### config.mk
export PLATFORM = sky130hd
export DESIGN_NAME = xor_selftest
export DESIGN_NICKNAME = d
export VERILOG_FILES = /design/src/rtl/xor_selftest.sv
export SDC_FILE = /design/constraint.sdc
export NUM_CORES = 1
export LEC_CHECK = 0
export CELL_PAD_IN_SITES_DETAIL_PLACEMENT = 1
export CELL_PAD_IN_SITES_GLOBAL_PLACEMENT = 1
export CORE_MARGIN = 2
export CORE_UTILIZATION = 30
export DETAILED_ROUTE_END_ITERATION = 7
export PLACE_DENSITY = 0.67
export SLEW_MARGIN = 15
export SYNTH_ARGS = -nofsm -noshare
export SYNTH_HDL_FRONTEND = slang
export SYNTH_SLANG_ARGS = --single-unit
### constraint.sdc
create_clock -name clk -period 1.8 [get_ports clk]
set_input_delay 0.54 -clock clk [delete_from_list [all_inputs] [get_ports clk]]
set_output_delay 0.54 -clock clk [all_outputs]
set_load 0.05 [all_outputs]
### src/rtl/xor_selftest.sv
// Self-checker for an external XOR gate: applies 00,01,10,11, samples dut_c
// after SETTLE_CYCLES, and reports the results. Define XOR_SELFTEST_LOOP_EN to repeat passes forever.
module xor_selftest #(
  parameter int unsigned SETTLE_CYCLES = 4
) (
  input  logic       clk,
  input  logic       rst_n,
  input  logic       start,
  output logic       dut_a,
  output logic       dut_b,
  input  logic       dut_c,
  output logic       busy,
  output logic       done,
  output logic       pass,
  output logic [2:0] err_count,
  output logic [3:0] fail_vec
);

  typedef enum logic [1:0] {IDLE, SETTLE, SAMPLE, DONE} state_t;

  localparam logic [7:0] SETTLE_LAST = 8'(SETTLE_CYCLES - 1);

  state_t     state_q, state_d;
  logic [1:0] idx_q, idx_d, idx_inc;
  logic [7:0] cnt_q, cnt_d;
  logic       a_q, a_d, b_q, b_d;
  logic       busy_q, busy_d;
  logic       pass_q, pass_d;
  logic [2:0] err_q, err_d, err_sum;
  logic [3:0] fail_q, fail_d;
  logic       mismatch;
`ifdef XOR_SELFTEST_LOOP_EN
  logic       sticky_q, sticky_d;
`endif

  always_comb begin
    // NOTE: every variable gets a default first so no path leaves it unassigned (no latches).
    state_d  = state_q;
    idx_d    = idx_q;
    cnt_d    = cnt_q;
    a_d      = a_q;
    b_d      = b_q;
    busy_d   = busy_q;
    pass_d   = pass_q;
    err_d    = err_q;
    fail_d   = fail_q;
    idx_inc  = idx_q + 2'd1;
    mismatch = dut_c ^ (a_q ^ b_q);
    err_sum  = err_q + {2'b00, mismatch};
`ifdef XOR_SELFTEST_LOOP_EN
    sticky_d = sticky_q;
`endif

    case (state_q)
      IDLE: begin
        a_d    = 1'b0;
        b_d    = 1'b0;
        busy_d = 1'b0;
        if (start) begin
          state_d = SETTLE;
          busy_d  = 1'b1;
          err_d   = 3'd0;
          fail_d  = 4'd0;
          idx_d   = 2'd0;
          cnt_d   = 8'd0;
        end
      end

      SETTLE: begin
        cnt_d = cnt_q + 8'd1;
        if (cnt_q == SETTLE_LAST) state_d = SAMPLE;
      end

      SAMPLE: begin
        err_d = err_sum;
        if (mismatch) fail_d[idx_q] = 1'b1;
        if (idx_q != 2'd3) begin
          idx_d      = idx_inc;
          {a_d, b_d} = idx_inc;
          cnt_d      = 8'd0;
          state_d    = SETTLE;
        end else begin
          state_d = DONE;
          a_d     = 1'b0;
          b_d     = 1'b0;
`ifdef XOR_SELFTEST_LOOP_EN
          // A single failing pass latches pass low until reset.
          sticky_d = sticky_q | (err_sum != 3'd0);
          pass_d   = (err_sum == 3'd0) && !sticky_q;
          busy_d   = 1'b1;
`else
          pass_d   = (err_sum == 3'd0);
          busy_d   = 1'b0;
`endif
        end
      end

      DONE: begin
`ifdef XOR_SELFTEST_LOOP_EN
        state_d = SETTLE;
        idx_d   = 2'd0;
        cnt_d   = 8'd0;
        err_d   = 3'd0;
        fail_d  = 4'd0;
        a_d     = 1'b0;
        b_d     = 1'b0;
`else
        state_d = IDLE;
`endif
      end

      default: state_d = IDLE;
    endcase
  end

  always_ff @(posedge clk) begin
    // NOTE: sequential state uses non-blocking assignments so all registers update together.
    if (!rst_n) begin
      state_q  <= IDLE;
      idx_q    <= 2'd0;
      cnt_q    <= 8'd0;
      a_q      <= 1'b0;
      b_q      <= 1'b0;
      busy_q   <= 1'b0;
      pass_q   <= 1'b0;
      err_q    <= 3'd0;
      fail_q   <= 4'd0;
`ifdef XOR_SELFTEST_LOOP_EN
      sticky_q <= 1'b0;
`endif
    end else begin
      state_q  <= state_d;
      idx_q    <= idx_d;
      cnt_q    <= cnt_d;
      a_q      <= a_d;
      b_q      <= b_d;
      busy_q   <= busy_d;
      pass_q   <= pass_d;
      err_q    <= err_d;
      fail_q   <= fail_d;
`ifdef XOR_SELFTEST_LOOP_EN
      sticky_q <= sticky_d;
`endif
    end
  end

  assign dut_a     = a_q;
  assign dut_b     = b_q;
  assign busy      = busy_q;
  assign done      = (state_q == DONE);
  assign pass      = pass_q;
  assign err_count = err_q;
  assign fail_vec  = fail_q;

endmodule

# Word-level counts from Yosys, hierarchy flattened
# Cells that the tools add are included.
[op_classes]
muxes = 24
n_eq_ne = 10
bitwise = 4
magnitude_cmp = 2
n_reduce_logical = 12
n_addsub = 3
[ops]
columns = ["operator", "count"]
rows = [
  ["$pmux 8 s3", 1],
  ["$mux 8", 2],
  ["$ne 2x2->1 const B", 6],
  ["$mux 2", 5],
  ["$reduce_and 3->1", 3],
  ["$add 8x1->8 const B", 1],
  ["$eq 8x2->1 const B", 1],
  ["$mux 4", 2],
  ["$pmux 2 s4", 1],
  ["$pmux 4 s2", 1],
  ["$reduce_and 2->1", 4],
  ["$pmux 1 s2", 3],
  ["$pmux 3 s2", 1],
  ["$mux 1", 5],
  ["$eq 2x2->1 const B", 2],
  ["$or 4x4->4", 1],
  ["$pmux 2 s2", 1],
  ["$add 3x1->3", 1],
  ["$logic_not 3->1", 1],
  ["$lt 2x3->1 const B", 1],
  ["$mux 3", 1],
  ["$reduce_bool 3->1", 1],
  ["$add 2x1->2 const B", 1],
  ["$demux 1 s2", 1],
  ["other kinds (7)", 8],
]
[word_totals]
regBits = 23
input_bits = 4

# Depth between registers and ports, before layout
# Gate-level depths: netlist of run 1.
[logic_depth]
depth_word = 7
mapped_depth = 7
depth_no_buf = 7

# Least setup slack after synthesis of run 1
# Ideal clock, no wire load.
[synth_timing]
kind = "reg2reg"
from = "register b_q, in the netlist dut_b"
to = "register pass_q, in the netlist pass"
arrival_time_ns = 2.028
stages_incl_launch_ff = 7
period_less_slack_ns = 2.098
setup_ns = 0.070
path_slack_ns = -0.298
cell_sequence = "dfxtp_1 xnor2_1 xnor2_1 ha_1 ha_1 or4_1 a21boi_1"
[synth_via]
elab_chain_len = 4
[synth_rtl]
columns = ["item", "line_no", "source"]
rows = [
  ["start: declaration", "26", "logic a_q, a_d, b_q, b_d;"],
  ["start signal: assignment", "123", "b_q <= 1'b0;"],
  ["start signal: assignment", "136", "b_q <= b_d;"],
  ["$xor 1x1->1 (2 in a row)", "48", "mismatch = dut_c ^ (a_q ^ b_q);"],
  ["$add 3x1->3", "49", "err_sum = err_q + {2'b00, mismatch};"],
  ["$logic_not 3->1", "92", "pass_d = (err_sum == 3'd0);"],
  ["end signal: assignment", "138", "pass_q <= pass_d;"],
  ["end: declaration", "28", "logic pass_q, pass_d;"],
]
# No other way between the ends.
# A chain may end at the register's enable or synchronous reset.

# Worst setup path in the final report of run 1
[layout_timing]
from = "input dut_c"
to = "register pass_q, in the netlist pass"
[layout_via]
elab_chain_len = 3
[layout_rtl]
columns = ["item", "line_no", "source"]
rows = [
  ["start: declaration", "11", "input logic dut_c,"],
  ["$xor 1x1->1", "48", ""],
  ["$add 3x1->3", "49", ""],
  ["$logic_not 3->1", "92", ""],
]
# No other way between the ends.

==> results of run 1 <==
[state kept, by name, summed over array words and instances (netlist names)]
name       count
pass           1
cnt_q          8
err_count      3
state_q        2
dut_a          1
idx_q          2
fail_vec       4
busy           1
dut_b          1
[synth_stat cells (all sizes together), types with 3 or more instances]
| cell | instances |
|---|---|
| ha | 7 |
| xor2 | 7 |
| dfxtp | 23 |
| nand4 | 3 |
| nand2 | 16 |
| nand3 | 4 |
| a22oi | 6 |
| clkbuf | 3 |
| inv | 3 |
| nor2 | 8 |
| nor2b | 9 |
| o21ai | 8 |
| a21boi | 6 |
[power breakdown]
group / internal [W] / switching, W / total, W
registers: 0.000515 / 0.00000930 / 0.000524
clock network: 0.000158 / 0.000170 / 0.000329
logic: 0.0000556 / 0.0000528 / 0.000108
[routing by layer]
layer,up-vias,global-route usage,share of wire
met2,14,0.274,0.50
met1,492,0.169,0.45
met3,5,0.0341,0.035
met5,-,0,0
li1,506,-,-
met4,0,0.0729,0.018
[worst reg2reg max path: cells and delay by family, from the launching register on]
kind,cells,cell delay [ns]
flip-flops,1,0.36
XOR/XNOR,2,0.32
adder cells (fa/ha/maj),2,0.42
AO/OA/AOI/OAI,1,0.12
AND/OR/NAND/NOR,1,0.51
[metrics by stage]
stage,power [W],hold WS (ns)
after global routing,0.000992,0.481
final,0.000962,0.446
after CTS,0.000969,0.454
after detailed placement,0.000635,0.441
after global placement,0.000631,0.434
after floorplan,0.000588,0.466
[cell usage in the layout, fill, tap and decap left out, types with 3 or more instances in the layout]
| master | n |
|---|---|
| a21boi_1 | 4 |
| a22oi_1 | 6 |
| buf_12 | 4 |
| buf_4 | 24 |
| clkbuf_8 | 3 |
| dfxtp_1 | 21 |
| ha_1 | 5 |
| inv_1 | 3 |
| nand2_1 | 15 |
| nand3_1 | 4 |
| nand4_1 | 3 |
| nor2_1 | 8 |
| nor2b_1 | 9 |
| o21ai_1 | 5 |
| xor2_1 | 7 |
[worst max-delay path by stage]
stage / to / from
2_1_floorplan: pass$_SDFFE_PN0P_ / dut_c
3_3_place_gp: pass$_SDFFE_PN0P_ / dut_c
3_5_place_dp: pass$_SDFFE_PN0P_ / dut_c
4_1_cts: pass$_SDFFE_PN0P_ / dut_c
5_1_grt: pass$_SDFFE_PN0P_ / dut_c
6_report: pass$_SDFFE_PN0P_ / dut_c
[cell families after synthesis]
kind of cell / after synthesis / synth area share
simple gates: 55 / 0.263
compound gates: 25 / 0.149
flops: 23 / 0.400
xor+xnor: 9 / 0.0686
buf+inv: 8 / 0.0326
fa+ha+maj: 7 / 0.0762
mux: 1 / 0.00979
[timing repair]
action                     4_1_cts  5_1_grt
gates resized for setup          9        3
hold buffers                     0        0
setup endpoints to repair        3        3
pin swaps                        6        4
cloned                           0        0
setup buffers                    1        1
[layout make-up]
type,instances,area [um^2],area share
inverter,3,11.3,0.00715
tap,48,60.1,0.0382
multi-input combinational,97,703,0.447
clock buffer,4,45.0,0.0286
timing repair buffer,31,292,0.185
sequential,23,463,0.294
==> metrics, run 1 <==
run status complete, but fails checks; failing checks setup timing; Crit. End Element register; DRC viols 0; GRT Overall Usage 0.153; reg-to-reg slack, setup 0 ns; number of DRC markers in iteration 0 24; Post-synth EDFFs 0; unrepaired setup endpoints after global routing true; Hold Crit Depth 2; Tcrit/Tclk final 1.01; Yosys top cell area share 0.400; Power Density 611 nW/um^2; TNS Setup -0.0215 ns; Root Driver clkbuf_8; Setup WS pre-CTS -0.681 ns; initial core utilization 0.314; cts bufs inserted 3; fin cells 206; TritonCTS clock tree built; synthesized net count 139; Endpoint, Worst Hold fail_vec[3]$_SDFFE_PN0P_; post-layout worst setup margin -0.0215 ns; Cells after Synth 128; area leader, netlist dfxtp_1; FILL cells 438; Lkg Pwr 0.612 nW; Hold Startpoint fail_vec[3]$_SDFFE_PN0P_; Cell Rows 22; CP Launch Type input pin; synthesis-to-finish area growth 36.9%; layout cell share with drive strength beyond 1 0.291; relative slew slack 0.753; Clock Tree Buf Depth 2; first-pass GRT wire length 5030 um; Cells after DPL 200; later-pin clock latency in the skew report 0.27 ns; R2R cell count 6; R2R Path End pass$_SDFFE_PN0P_; worst-path fanout max 2; R2R Path Start dut_b$_SDFFE_PN0P_; Max Transition Viols Final 0; Worst Path Arrival 2.03 ns; Final Cell Area 1570 um^2; final hold violations 0; mapped cell area 1150 um^2; Die Y 65.9 um; layout net count 170; CP Class input pin to register; Synth cell types 37; Setup Skew 0.00140 ns; drt wl/cell 14.4 um; Crit. path cell count 7; Clock Sinks 23; vias 1,017; vias in the first global route 1,104; crit-path leading delay family simple AND/OR/NAND/NOR gates; # IOs 16; clk slew on worst S/H paths 0.08 ns; main area contributors after synthesis dfxtp_1 40%, ha_1 7.6%, xor2_1 5.3%; sequential fraction of the synthesis area 0.400; GP Congestion 0.817; Yosys reg bits 23; fmax 549 MHz; final core occ 0.430; Critical Path Max Stage Delay 0.51 ns; crit path buf inv count 1; Min-Delay Path Class register to register; Vias/cell 4.94; fin crit period 1.82 ns; CP cell instances buf_6 > xnor2_4 > xnor2_2 > ha_2 > ha_4 > or4_4 > a21boi_1; CP required 2.01 ns; PortBufs 15; ANT cells 0; Least-Margin Pin Slew 0.370 ns; drt pass-1 iters 4; hpwl dp 2190 um; post-route ant nets 0; Mapped Avg Cell Area 8.98 um^2; core area 3660 um^2; Peak supply drop 280 uV; Routed WL 2970 um; initial antenna violation count 0; grt ovf 0; H-tree depth 1; DP Area 1460 um^2; ys flop type dfxtp_1; Die ar. 4340 um^2; largest net degree at the start of global routing 13; Max Cap Viol 0; endpoints failing setup 1; crit path max-delay cell type or4_4; post-synthesis async set-or-reset flop share 0; synth warn 0; die width 65.9 um
(Power assumes the default switching activity.)
==> run 2, diff against run 1 <==
--- a/config.mk
+++ b/config.mk
@@ -8,9 +8,9 @@
 export CELL_PAD_IN_SITES_DETAIL_PLACEMENT = 1
 export CELL_PAD_IN_SITES_GLOBAL_PLACEMENT = 1
 export CORE_MARGIN = 2
-export CORE_UTILIZATION = 30
+export CORE_UTILIZATION = 43
 export DETAILED_ROUTE_END_ITERATION = 7
-export PLACE_DENSITY = 0.67
+export PLACE_DENSITY = 0.86
 export SLEW_MARGIN = 15
 export SYNTH_ARGS = -nofsm -noshare
 export SYNTH_HDL_FRONTEND = slang
==> constraint.sdc (replaced) <==
create_clock -name clk -period 2.3 [get_ports clk]
set_input_delay 0.69 -clock clk [delete_from_list [all_inputs] [get_ports clk]]
set_output_delay 0.69 -clock clk [all_outputs]
set_load 0.05 [all_outputs]
==> run 2 against run 1 <==
Compared with the run above: the flow still finishes with violations (setup timing); cell count is 14% lower; worst hold slack improved by 0.0086 ns; clock skew is 0.0083 ns higher; global-route usage up 5.1 points; cell area shrank 10%; largest cell class unchanged.
==> metrics, run 2 (synthesis results as in run 1) <==
Multi-input gate area 674 um^2 (-4.1%); core area 2500 um^2 (-32%); most common cell after layout, fill and taps aside dfxtp_1; CP required 2.57 ns (+0.56 ns); FILL cells 288 (-34%); fin crit period 2.31 ns; CP Launch Type input pin; Critical Path Max Stage Delay 0.53 ns (+0.02 ns); Power Density 477 nW/um^2 (-22%); CP cell instances clkdlybuf4s50_1 > xnor2_1 > xnor2_1 > ha_2 > ha_4 > or4_4 > a21boi_2; Peak supply drop 248 uV (-11%); die width 55.7 um (-15%); Setup Skew 0.00972 ns (+0.00832 ns); TritonCTS clock tree built; Die Y 55.7 um (-15%); layout cell share with drive strength beyond 1 0.136 (-0.155); GP Congestion 0.825 (+0.98%); Min-Delay Path Class register to register; DP Area 1350 um^2 (-7.5%); vias 985 (-3.1%); Max Cap Viol 0 (unchanged); Lkg Pwr 0.546 nW (-11%); initial core utilization 0.460 (+0.146); crit path max-delay cell type or4_4; PortBufs 15 (unchanged); Least-Margin Pin Slew 0.629 ns (+0.258 ns); Max Transition Viols Final 0 (unchanged); unrepaired setup endpoints after global routing true; post-layout worst setup margin -0.0116 ns (+0.00985 ns); failing checks setup timing; initial antenna violation count 0 (unchanged); Final Cell Area 1410 um^2 (-10%); hpwl dp 2050 um (-6.4%); Clock Sinks 23 (unchanged); GRT Overall Usage 0.203 (+0.0506); Cell Rows 18 (-18%); storage element area 460 um^2 (-0.54%); Hold Startpoint fail_vec[0]$_SDFFE_PN0P_; H-tree depth 1 (unchanged); first-pass GRT wire length 5010 um (-0.42%); largest net degree at the start of global routing 15 (+2); final core occ 0.566 (+0.136); reg-to-reg slack, setup 0.42 ns (+0.42 ns); ANT cells 0 (unchanged); grt ovf 0 (unchanged); relative slew slack 0.578 (-0.175); Vias/cell 5.56 (+13%); drt wl/cell 16.0 um (+11%); Endpoint, Worst Hold fail_vec[0]$_SDFFE_PN0P_; commonest non-fill, non-tap cells in the layout 23 x dfxtp_1, 15 x nand2_1, 12 x clkdlybuf4s50_1; Die ar. 3100 um^2 (-29%); later-pin clock latency in the skew report 0.33 ns (+0.06 ns); cell mode on critical path xnor2_1; Hold Crit Depth 2 (unchanged); Crit. End Element register; cts bufs inserted 3 (unchanged); drt pass-1 iters 3 (-1); CP Class input pin to register; hold buffers post-CTS 0 (unchanged); Worst Path Arrival 2.58 ns (+0.55 ns); clk slew on worst S/H paths 0.14 ns (+0.06 ns); # IOs 16 (unchanged); post-route ant nets 0 (unchanged); R2R Path End pass$_SDFFE_PN0P_; number of DRC markers in iteration 0 14 (-42%); Clock Tree Buf Depth 2 (unchanged); Root Driver clkbuf_4; run status complete, but fails checks; synthesis-to-finish area growth 23.0%; R2R cell count 6 (unchanged); DRC viols 0 (unchanged); layout net count 159 (-6.5%); R2R Path Start dut_b$_SDFFE_PN0P_; Routed WL 2830 um (-4.7%); vias in the first global route 1,098 (-0.54%); worst-path fanout max 2 (unchanged); endpoints failing setup 1 (unchanged); final hold violations 0 (unchanged); Biggest register cnt_q; max FFs per register 8 (unchanged); Tcrit/Tclk final 1.01; fmax 433 MHz
[run 2: changes by cell type in the layout (fill, tap and decap cells not counted), sizes merged]
cell and change:
clkinv +1, buf -23, dlymetal6s2s +2, clkbuf -1, clkdlybuf4s50 +10
[run 2: stage by stage]
stage	TNS [ns]	cells	setup WS [ns]	total power (W)	hold WS, ns
2_1_floorplan	0	128	0.191	0.000460	0.466
3_3_place_gp	-0.327	172	-0.243	0.000478	0.432
3_5_place_dp	-0.558	172	-0.392	0.000481	0.442
4_1_cts	0	177	0.000335	0.000678	0.460
5_1_grt	-0.0371	177	-0.0371	0.000707	0.481
6_report	-0.0116	177	-0.0116	0.000675	0.455
[run 2: where the power goes]
| part | switching [W] | total [W] | internal [W] | leakage, nW |
|---|---|---|---|---|
| logic | 0.0000333 | 0.0000612 | 0.0000279 | 0.343 |
| clock network | 0.000135 | 0.000201 | 0.0000652 | 0.0177 |
| registers | 0.00000946 | 0.000413 | 0.000404 | 0.186 |
| total | 0.000178 | 0.000675 | 0.000497 | 0.546 |
[run 2: layout make-up]
cell class | instances | share of cell area
clock buffer | 3 | 0.0159
timing repair buffer | 20 | 0.143
inverter | 3 | 0.00796
tap | 30 | 0.0265
multi-input combinational | 97 | 0.477
clock inverter | 1 | 0.00354
sequential | 23 | 0.326
[run 2: critical path, delay by kind of cell]
family | cells | cell delay, ns
AO/OA/AOI/OAI | 1 | 0.14
XOR/XNOR | 2 | 0.32
adder cells (fa/ha/maj) | 2 | 0.43
buffers and inverters | 1 | 0.48
AND/OR/NAND/NOR | 1 | 0.53
[run 2: how the worst max path moves through the flow]
stage	slack (ns)	cells after the start	end	from
after CTS	0.0003	1	err_count[1]	err_count[1]$_SDFFE_PN0P_
after global routing	-0.04	7	pass$_SDFFE_PN0P_	dut_c
after floorplan	0.19	6	pass$_SDFFE_PN0P_	dut_c
after detailed placement	-0.39	7	pass$_SDFFE_PN0P_	dut_c
after global placement	-0.24	7	pass$_SDFFE_PN0P_	dut_c
final	-0.01	7	pass$_SDFFE_PN0P_	dut_c
[run 2: timing repair]
item | in CTS | in global routing
resized for setup | 3 | 3
pin swaps | 2 | 3
buffers inserted | 1 | 0
setup endpoints to repair | 1 | 3
cloned | 0 | 0
[run 2: metal layers]
layer  GRT usage  vias up  wire length, um
met3      0.0349        9               83
met1       0.241      475             1250
li1            -      480                -
met4       0.101        0               94
met5           0        -                0
met2       0.352       21             1400
==> run 3, diff against run 2 <==
--- a/config.mk
+++ b/config.mk
@@ -7,10 +7,11 @@
 export LEC_CHECK = 0
 export CELL_PAD_IN_SITES_DETAIL_PLACEMENT = 1
 export CELL_PAD_IN_SITES_GLOBAL_PLACEMENT = 1
-export CORE_MARGIN = 2
-export CORE_UTILIZATION = 43
+export CORE_ASPECT_RATIO = 2
+export CORE_MARGIN = 5
+export CORE_UTILIZATION = 35
 export DETAILED_ROUTE_END_ITERATION = 7
-export PLACE_DENSITY = 0.86
+export PLACE_DENSITY = 0.73
 export SLEW_MARGIN = 15
 export SYNTH_ARGS = -nofsm -noshare
 export SYNTH_HDL_FRONTEND = slang
==> run 3 against run 2 <==
Compared with the run above: the flow now finishes without violations; cell area grew 2.6%; critical path depth is the same; clock skew shrank 0.0031 ns; first-iteration DRC count shrank 93%; setup slack gained 0.10 ns; non-clock buffer count grew 4; cell count grew 2.8%; count of clock-buffer cells in the layout is the same; register-to-register slack is essentially flat; sequential share of layout area shrank 0.81 points.
==> metrics, run 3 (synthesis results as in run 1) <==
run status finished, final reports clean; R2R Path End pass$_SDFFE_PN0P_; Multi-input gate area 667 um^2 (-1.1%); DRC viols 0 (unchanged); Min-Delay Path Class register to register; overall power 0.000729 W (+7.9%); final hold violations 0 (unchanged); most common cell after layout, fill and taps aside dfxtp_1; Endpoint, Worst Hold fail_vec[0]$_SDFFE_PN0P_; R2R cell count 6 (unchanged); CP cell instances dlygate4sd2_1 > xnor2_1 > xnor2_1 > ha_2 > ha_4 > or4_1 > a21boi_1; relative slew slack 0.667 (+0.0886); later-pin clock latency in the skew report 0.26 ns (-0.07 ns); vias 968 (-1.7%); Peak supply drop 271 uV (+9.2%); DP Area 1380 um^2 (+1.8%); CP Class input pin to register; Worst Path Arrival 2.41 ns (-0.17 ns); cell mode on critical path xnor2_1; fmax 452 MHz (+4.5%); Critical Path Max Stage Delay 0.52 ns (about the same); Lkg Pwr 0.535 nW (-2.0%); GRT Overall Usage 0.128 (-0.0751); largest net degree at the start of global routing 15 (unchanged); PortBufs 15 (unchanged); fin crit period 2.21 ns (-0.100 ns); endpoints failing setup 0 (-1); worst-path fanout max 2 (unchanged); Least-Margin Pin Slew 0.499 ns (-0.130 ns); Setup Skew 0.00657 ns (-0.00315 ns); Max Transition Viols Final 0 (unchanged); grt ovf 0 (unchanged); Biggest register cnt_q; ANT cells 0 (unchanged); R2R Path Start dut_b$_SDFFE_PN0P_; post-route ant nets 0 (unchanged); H-tree depth 1 (unchanged); Max Cap Viol 0 (unchanged); hold buffers post-CTS 0 (unchanged); Die Y 91.1 um (+63%); storage element area 460 um^2 (unchanged); FILL cells 381 (+32%); Root Driver clkbuf_8; number of DRC markers in iteration 0 1 (-13); drt wl/cell 14.5 um (-9.6%); hpwl dp 2080 um (+1.1%); CP Launch Type input pin; reg-to-reg slack, setup 0.41 ns (about the same); CP required 2.50 ns (-0.07 ns); Hold Crit Depth 2 (unchanged); Final Cell Area 1450 um^2 (+2.6%); clk slew on worst S/H paths 0.09 ns (-0.05 ns); max FFs per register 8 (unchanged); Clock Tree Buf Depth 2 (unchanged); layout net count 163 (+2.5%); Cell Rows 29 (+11); Clock Sinks 23 (unchanged); # IOs 16 (unchanged); Hold Startpoint fail_vec[0]$_SDFFE_PN0P_; core area 3160 um^2 (+26%); unrepaired setup endpoints after global routing false; initial core utilization 0.364 (-0.0957); drt pass-1 iters 2 (-1); initial antenna violation count 0 (unchanged); commonest non-fill, non-tap cells in the layout 23 x dfxtp_1, 15 x nand2_1, 13 x clkdlybuf4s50_1; cts bufs inserted 3 (unchanged); Vias/cell 5.32 (-4.4%); first-pass GRT wire length 4820 um (-3.9%); Crit. End Element register; layout cell share with drive strength beyond 1 0.146 (+0.00964); GP Congestion 0.840 (+1.8%); Power Density 502 nW/um^2 (+5.2%); die width 50.5 um (-9.3%); Routed WL 2630 um (-7.1%); synthesis-to-finish area growth 26.1%; vias in the first global route 1,097 (-0.091%); TritonCTS clock tree built; final hold slack 0.445 ns (-0.00949 ns); crit path max-delay cell type or4_1; Die ar. 4600 um^2 (+48%); Tcrit/Tclk final 0.961 (-0.0437)
run 3: cell types whose count changed in the layout (fill, tap and decap cells not counted):
cell	before	now
clkbuf_4	3	0
or4_4	2	1
or4_1	0	1
dlygate4sd2_1	0	1
a21boi_1	3	4
dlymetal6s2s_1	2	0
buf_4	5	9
clkdlybuf4s50_1	12	13
clkbuf_8	0	3
a21boi_2	1	0
run 3: final cells by class:
class,instances,share of cell area
well taps,31,0.0267
flip-flops and latches,23,0.318
clock inverters,1,0.00345
repair buffers,24,0.156
inverters,3,0.00777
multi-input cells,97,0.460
clock buffers,3,0.0285
run 3: worst max path at each step:
stage	end	cells after the start	slack, ns	from
5_1_grt	pass$_SDFFE_PN0P_	7	0.03	dut_c
4_1_cts	err_count[1]	1	0.08	err_count[1]$_SDFFE_PN0P_
3_5_place_dp	pass$_SDFFE_PN0P_	7	-0.33	dut_c
6_report	pass$_SDFFE_PN0P_	7	0.09	dut_c
2_1_floorplan	pass$_SDFFE_PN0P_	6	0.19	dut_c
3_3_place_gp	pass$_SDFFE_PN0P_	7	-0.26	dut_c
run 3: what timing repair did:
item                       in CTS  in global routing
gates resized for setup         3                  0
buffers inserted                2                  0
setup endpoints to repair       1                  0
run 3: routing by layer:
metal	up-vias	track usage	wire length, um
met2	11	0.248	1560
li1	490	-	-
met1	465	0.128	983
met5	-	0	0
met4	0	0.0448	28
met3	2	0.0213	60
run 3: power breakdown:
part	total, W	switching (W)	internal (W)
Clock	0.000251	0.000130	0.000121
Sequential	0.000413	0.00000965	0.000403
Combinational	0.0000646	0.0000332	0.0000313
Total	0.000729	0.000173	0.000555
run 3: critical path, delay by kind of cell:
kind                     cells  cell delay (ns)
AND/OR/NAND/NOR              1             0.52
adder cells (fa/ha/maj)      2             0.42
XOR/XNOR                     2             0.39
buffers and inverters        1             0.24
AO/OA/AOI/OAI                1             0.15
run 3: metrics by stage:
step                       util  setup TNS, ns  std cells  setup slack (ns)
after global placement    0.436         -0.360        176            -0.255
final                     0.459              0        182            0.0888
after detailed placement  0.436         -0.488        176            -0.332
after global routing      0.459              0        182            0.0271
after floorplan               -              0        128             0.191
after CTS                 0.459              0        182            0.0804
